===== config.mk =====
export PLATFORM = sky130hd
export DESIGN_NAME = rpn_cpu
export DESIGN_NICKNAME = d
export VERILOG_FILES = /design/src/rtl/rpn_cpu_pkg.sv /design/src/rtl/rpn_btn_sync.sv /design/src/rtl/rpn_cpu.sv
export SDC_FILE = /design/constraint.sdc
export NUM_CORES = 1
export LEC_CHECK = 0
export CAP_MARGIN = 20
export CORE_MARGIN = 8
export CORE_UTILIZATION = 67
export DETAILED_ROUTE_END_ITERATION = 6
export GPL_TIMING_DRIVEN = 0
export HOLD_SLACK_MARGIN = 0.15
export PLACE_DENSITY = 0.95
export SLEW_MARGIN = 15
export SYNTH_ARGS = -nofsm -noshare
export SYNTH_HDL_FRONTEND = slang
export SYNTH_SLANG_ARGS = --single-unit
export TNS_END_PERCENT = 1

===== constraint.sdc =====
create_clock -name clk -period 9.31 [get_ports clk]
set_input_delay 1.862 -clock clk [delete_from_list [all_inputs] [get_ports clk]]
set_output_delay 1.862 -clock clk [all_outputs]
set_load 0.05 [all_outputs]

===== src/rtl/rpn_cpu_pkg.sv =====
// rpn_cpu_pkg: shared types and constants for the RPN stack calculator.
// Latency: n/a (declarations only).
// Backpressure: n/a.
package rpn_cpu_pkg;

  localparam int DW = 8;

  // Sequencer state codes (also shown on Debug and in IP[7:4]).
  typedef enum logic [3:0] {
    ST_INIT = 4'd0,
    ST_IDLE = 4'd1,
    ST_PUSH = 4'd2,
    ST_POP  = 4'd3,
    ST_ADD  = 4'd4,
    ST_MUL  = 4'd5
  } state_t;

  // Instruction-pointer base per state; the micro-step lands in the low nibble.
  localparam logic [7:0] IP_INIT = 8'h00;
  localparam logic [7:0] IP_IDLE = 8'h10;
  localparam logic [7:0] IP_PUSH = 8'h20;
  localparam logic [7:0] IP_POP  = 8'h30;
  localparam logic [7:0] IP_ADD  = 8'h40;
  localparam logic [7:0] IP_MUL  = 8'h50;

  // Commands latched from the button edges.
  typedef enum logic [2:0] {
    CMD_NONE = 3'd0,
    CMD_PUSH = 3'd1,
    CMD_POP  = 3'd2,
    CMD_ADD  = 3'd3,
    CMD_MUL  = 3'd4
  } cmd_t;

  function automatic logic [7:0] ip_base(state_t s);
    case (s)
      ST_INIT: return IP_INIT;
      ST_IDLE: return IP_IDLE;
      ST_PUSH: return IP_PUSH;
      ST_POP:  return IP_POP;
      ST_ADD:  return IP_ADD;
      ST_MUL:  return IP_MUL;
      default: return IP_INIT;
    endcase
  endfunction

endpackage


===== src/rtl/rpn_btn_sync.sv =====
// rpn_btn_sync: 2-FF synchroniser for an asynchronous button plus rising-edge pulse.
// Latency: pulse is high for one clock, 2 clocks after the input is first sampled high.
// Backpressure: none; a held level produces a single pulse.
module rpn_btn_sync (
  input  logic clk,
  input  logic rst_n,
  input  logic din,
  output logic pulse
);

  logic s1, s2, s3;

  // Two synchroniser stages plus one delayed copy for edge detection.
  always_ff @(posedge clk or negedge rst_n) begin
    if (!rst_n) begin
      s1 <= 1'b0;
      s2 <= 1'b0;
      s3 <= 1'b0;
    end else begin
      s1 <= din;
      s2 <= s1;
      s3 <= s2;
    end
  end

  assign pulse = s2 & ~s3;

endmodule


===== src/rtl/rpn_cpu.sv =====
// rpn_cpu: 8-bit signed RPN stack calculator sequenced by push-button commands (RPN_CPU_SAT_EN: saturating ADD/MULT).
// Latency: Turbo=1 -> Dout updates within 6 clocks of a button edge; Turbo=0 -> one micro-step per 2^SLOW_DIV clocks.
// Backpressure: one command is held while IDLE; edges arriving outside IDLE or with a command pending are dropped.
module rpn_cpu
  import rpn_cpu_pkg::*;
#(
  parameter int DEPTH    = 8,
  parameter int SLOW_DIV = 24
) (
  input  logic          clk,
  input  logic          Reset,
  input  logic [DW-1:0] Din,
  input  logic          Sample,
  input  logic [2:0]    Btns,
  input  logic          Turbo,
  output logic [DW-1:0] Dout,
  output logic          Dval,
  output logic [5:0]    GPO,
  output logic [3:0]    Debug,
  output logic [7:0]    IP
);

  localparam int         AW         = $clog2(DEPTH);
  localparam logic [3:0] SP_FULL    = 4'(DEPTH);
  localparam logic [3:0] LAST_ENTRY = 4'(DEPTH - 1);

  logic          smp_p;
  logic [2:0]    btn_p;
  logic [SLOW_DIV-1:0] div_q;
  logic          step_en;
  cmd_t          cap_cmd, cmd_q;
  state_t        state_q, state_d;
  logic [3:0]    step_q, step_d;
  logic          do_clr, do_push, do_pop, do_read, do_write, do_err;
  logic [3:0]    sp_q;
  logic [DW-1:0] stk [DEPTH];
  logic [DW-1:0] opa_q, opb_q, dout_q, res8;
  logic          dval_q, ovf_q, err_q, ovf_c;
  logic [15:0]   ea, eb, full;
  logic [AW-1:0] idx_sp, idx_top, idx_nxt, idx_clr;

  rpn_btn_sync u_sync_smp (.clk(clk), .rst_n(Reset), .din(Sample), .pulse(smp_p));

  for (genvar i = 0; i < 3; i++) begin : g_btn
    rpn_btn_sync u_sync (.clk(clk), .rst_n(Reset), .din(Btns[i]), .pulse(btn_p[i]));
  end

  // Free-running divider; its all-ones count is the slow step tick.
  always_ff @(posedge clk or negedge Reset) begin
    if (!Reset) div_q <= '0;
    else        div_q <= div_q + SLOW_DIV'(1);
  end

  assign step_en = Turbo | (&div_q);

  // Priority encode simultaneous edges: Sample > POP > ADD > MULT.
  always_comb begin
    cap_cmd = CMD_NONE;
    if (smp_p)         cap_cmd = CMD_PUSH;
    else if (btn_p[2]) cap_cmd = CMD_POP;
    else if (btn_p[1]) cap_cmd = CMD_ADD;
    else if (btn_p[0]) cap_cmd = CMD_MUL;
  end

  // One-entry command register: filled only in IDLE, emptied when IDLE steps into the command.
  always_ff @(posedge clk or negedge Reset) begin
    if (!Reset) begin
      cmd_q <= CMD_NONE;
    end else if (state_q == ST_IDLE) begin
      if (cmd_q != CMD_NONE) begin
        if (step_en) cmd_q <= CMD_NONE;
      end else begin
        cmd_q <= cap_cmd;
      end
    end
  end

  // Sequencer state and micro-step registers.
  always_ff @(posedge clk or negedge Reset) begin
    if (!Reset) begin
      state_q <= ST_INIT;
      step_q  <= 4'd0;
    end else begin
      state_q <= state_d;
      step_q  <= step_d;
    end
  end

  // Next state and micro-step strobes; nothing moves without a step enable.
  always_comb begin
    state_d  = state_q;
    step_d   = step_q;
    do_clr   = 1'b0;
    do_push  = 1'b0;
    do_pop   = 1'b0;
    do_read  = 1'b0;
    do_write = 1'b0;
    do_err   = 1'b0;
    if (step_en) begin
      case (state_q)
        ST_INIT: begin
          do_clr = 1'b1;
          if (step_q == LAST_ENTRY) begin
            state_d = ST_IDLE;
            step_d  = 4'd0;
          end else begin
            step_d = step_q + 4'd1;
          end
        end
        ST_IDLE: begin
          step_d = 4'd0;
          case (cmd_q)
            CMD_PUSH: state_d = ST_PUSH;
            CMD_POP:  state_d = ST_POP;
            CMD_ADD:  state_d = ST_ADD;
            CMD_MUL:  state_d = ST_MUL;
            default:  state_d = ST_IDLE;
          endcase
        end
        ST_PUSH: begin
          if (sp_q == SP_FULL) do_err  = 1'b1;
          else                 do_push = 1'b1;
          state_d = ST_IDLE;
          step_d  = 4'd0;
        end
        ST_POP: begin
          if (sp_q == 4'd0) do_err = 1'b1;
          else              do_pop = 1'b1;
          state_d = ST_IDLE;
          step_d  = 4'd0;
        end
        ST_ADD, ST_MUL: begin
          if (step_q == 4'd0) begin
            if (sp_q < 4'd2) begin
              do_err  = 1'b1;
              state_d = ST_IDLE;
            end else begin
              do_read = 1'b1;
              step_d  = 4'd1;
            end
          end else begin
            do_write = 1'b1;
            state_d  = ST_IDLE;
            step_d   = 4'd0;
          end
        end
        default: begin
          state_d = ST_INIT;
          step_d  = 4'd0;
        end
      endcase
    end
  end

  assign idx_sp  = AW'(sp_q);
  assign idx_top = AW'(sp_q - 4'd1);
  assign idx_nxt = AW'(sp_q - 4'd2);
  assign idx_clr = AW'(step_q);

  // ALU: full-precision sum/product of the two latched operands, then wrap or saturate.
  always_comb begin
    ea    = {{8{opa_q[7]}}, opa_q};
    eb    = {{8{opb_q[7]}}, opb_q};
    full  = (state_q == ST_MUL) ? ea * eb : ea + eb;
    ovf_c = (full[15:7] != {9{full[7]}});
`ifdef RPN_CPU_SAT_EN
    res8  = ovf_c ? (full[15] ? 8'h80 : 8'h7f) : full[7:0];
`else
    res8  = full[7:0];
`endif
  end

  // Stack RAM writes: INIT clear, PUSH, and arithmetic result over operand a.
  always_ff @(posedge clk) begin
    if (do_clr)        stk[idx_clr] <= '0;
    else if (do_push)  stk[idx_sp]  <= Din;
    else if (do_write) stk[idx_nxt] <= res8;
  end

  // Stack pointer, operand latches, registered top-of-stack and flags.
  always_ff @(posedge clk or negedge Reset) begin
    if (!Reset) begin
      sp_q   <= 4'd0;
      opa_q  <= '0;
      opb_q  <= '0;
      dout_q <= '0;
      dval_q <= 1'b0;
      ovf_q  <= 1'b0;
      err_q  <= 1'b0;
    end else begin
      if (do_push) begin
        sp_q   <= sp_q + 4'd1;
        dout_q <= Din;
        dval_q <= 1'b1;
        err_q  <= 1'b0;
      end
      if (do_pop) begin
        sp_q   <= sp_q - 4'd1;
        dout_q <= (sp_q >= 4'd2) ? stk[idx_nxt] : '0;
        dval_q <= (sp_q >= 4'd2);
        err_q  <= 1'b0;
      end
      if (do_read) begin
        opa_q <= stk[idx_nxt];
        opb_q <= stk[idx_top];
      end
      if (do_write) begin
        sp_q   <= sp_q - 4'd1;
        dout_q <= res8;
        dval_q <= 1'b1;
        ovf_q  <= ovf_c;
        err_q  <= 1'b0;
      end
      if (do_err) err_q <= 1'b1;
    end
  end

  assign Dout  = dout_q;
  assign Dval  = dval_q;
  assign GPO   = {err_q, ovf_q, sp_q};
  assign Debug = state_q;
  assign IP    = ip_base(state_q) | {4'h0, step_q};

endmodule


==> impl_metrics.tcl <==
set metrics [dict create \
    cts_resized 0 \
    synthCells 859 \
    cts-htree-levels 4 \
    root_buffer "clkbuf_16" \
    fin_tns_setup_ns 0 \
    core_area_sq_um 13880 \
    worstMarginPinSlew_ns 0.8791 \
    nets 1038 \
    numCtsBuffers 17 \
    cts.clk_slew.worst_paths_ns 0.06 \
    gp_congestion 0.8646 \
    via_per_inst 6.505 \
    grt.overflow.total 0 \
    clk_latency_ns 0.43 \
    grt_pass1_wl_microns 38070 \
    vias 7240 \
    slowest_stage "fa_1" \
    async_flop_share_pct 54.61 \
    cp_top_family "adder cells" \
    postCtsSetupBuffers 0 \
    fmax_mhz 187.8 \
    hpwl_microns 16350 \
    first_pass_iters 6 \
    max_cap_viol_count 0 \
    grt_usage_pct 26.66 \
    wire_per_inst_microns 21.44 \
    netlist_top_cells_count "inv_1, dfrtp_1, nand2_1, edfxtp_1, nor2_1" \
    cts_buffer_depth 2 \
    cts.sinks 141 \
    crit_path_cell_trace "ha_1 -> inv_1 -> fa_1 -> fa_1 -> fa_1 -> fa_1 -> inv_1 -> ha_1 -> clkbuf_1 -> a211oi_1 -> o211ai_1 -> a21oi_1 -> xor2_1 -> nand4_1 -> or3_1 -> a21oi_1 -> o31ai_1" \
    grt_start_max_net_pins 64 \
    synth_top_area_share_pct 20.22 \
    postCtsHoldBufs 0 \
    crit_type "flip-flop to flip-flop" \
    detail-route-antenna-nets 0 \
    drc 0 \
    endpoint_kind "flip-flop" \
    regToRegSetupSlack_ns 3.99 \
    synthTopCellsByArea "dfrtp_1, edfxtp_1, fa_1, mux4_2, ha_1" \
    hold_viol 0 \
    syn_area_sq_um 9528 \
    cts_tree "yes" \
    yosysMostFrequentCell "inv_1" \
    crit_top_cell "fa_1" \
    synth_top_flop_cell "dfrtp_1" \
    synth.distinct_cells 68 \
    crit_required_ns 9.61 \
    relSlewSlack_pct 41.39 \
    cp.arrival_ns 5.62 \
    worstHoldPathType "flip-flop to flip-flop" \
    wl_microns 23860 \
    syn-mean-instance-area_sq_um 11.09 \
    ys_seq_elements 141 \
    area_delta_synth_final_pct 12.34 \
    die_h_microns 135.3 \
    rows 43 \
    drt_iter0_markers 846 \
    slew_violations 0 \
    io-pin-count 42 \
    portBuffers 39 \
    crit_buf_inv 3 \
    start_util_pct 68.64 \
    synth_edf_count 64 \
    fin_skew_ns 0.01149 \
    period_minus_slack_ns 5.324 \
    antenna_found_initial 0 \
    status "completed" \
    setup_viol 0 \
    rsz0062_at_grt "no" \
    die_w_microns 135.3 \
    nFillCells 797 \
    start_kind "flip-flop" \
    yosys.area.top_type "dfrtp_1" \
    layout-drive-gt1-share_pct 10.18 \
    grt_pass1_vias 7421 \
    cp_max_fo 9 \
    post-route-period-util_pct 57.18 \
    die_area_sq_um 18290 \
    diodes 0 \
    seq_area_frac_synth_pct 40.39 \
    cpPeakStageDelay_ns 0.58 \
    ys_warn_count 0 \
    fin_cells 1113 \
    dp.cells 1080 \
]
[path summary, 6_finish.rpt]
path | start | to | cells past startpoint
setup / recovery | opb_q[4] | ovf_q | 17
hold / removal | u_sync_smp.s1 | u_sync_smp.s2 | 0
hold reg to reg | u_sync_smp.s1 | u_sync_smp.s2 | 0
setup reg to reg | opb_q[4] | ovf_q | 17
min in group asynchronous | Reset | div_q[14] | 1
max in group asynchronous | Reset | Dout[4] | 2
[sequential cells by signal, indices dropped and copies added, names as in the netlist, 3 cells and up]
register / flops
Debug: 3
Dout: 8
cmd_q: 3
div_q: 24
g_btn.u_sync.s1: 3
g_btn.u_sync.s2: 3
g_btn.u_sync.s3: 3
opa_q: 8
opb_q: 8
sp_q: 4
step_q: 4
stk: 64
[logic make-up (layout without fill, tap and decap cells)]
family	after synthesis	in the layout	synth area share, %
compound gates	138	138	9.127
xor+xnor	46	46	4.229
buf+inv	125	198	5.371
other cells	1	2	0.03936
mux	45	45	8.930
fa+ha+maj	103	103	17.94
simple gates	260	260	13.97
flops	141	141	40.39
[metrics by stage]
step	setup slack (ns)	instance area, sq um	hold slack (ns)	util, %
after detailed placement	4.035	10170	0.3371	73.28
after floorplan	4.565	9532	0.3312	-
final	3.986	10700	0.3447	77.11
after CTS	4.015	10700	0.3469	77.06
after global placement	3.816	10150	0.3341	73.10
after global routing	3.655	10700	0.3514	77.11
[cell type report]
cell class	count	area, sq um	share of cell area [%]
multi-input combinational	594	5171	48.31
timing repair buffer	41	422.9	3.951
clock buffer	19	432.9	4.044
inverter	93	349.1	3.261
tap	180	225.2	2.104
buffer	32	162.7	1.520
sequential	141	3849	35.96
clock inverter	13	91.34	0.8533
[cell usage in the layout (no fill, tap or decap), types with 32 or more instances in the layout]
master           count
fa_1                56
nor2_1              60
inv_1               92
mux4_2              32
clkdlybuf4s50_1     38
and2_1              36
a21oi_1             48
edfxtp_1            64
nand2_1             71
ha_1                47
dfrtp_1             77
[routing by layer]
layer,GRT usage [%],routed length [microns],vias up
li1,-,-,3112
met4,13.02,1050,0
met1,32.16,8796,3555
met2,44.92,12150,451
met3,5.490,1862,122
met5,0,0,-
Power is left out: the tool's default activity adds up to more than one toggle a clock period on the data nets, which glitch-free logic cannot reach.
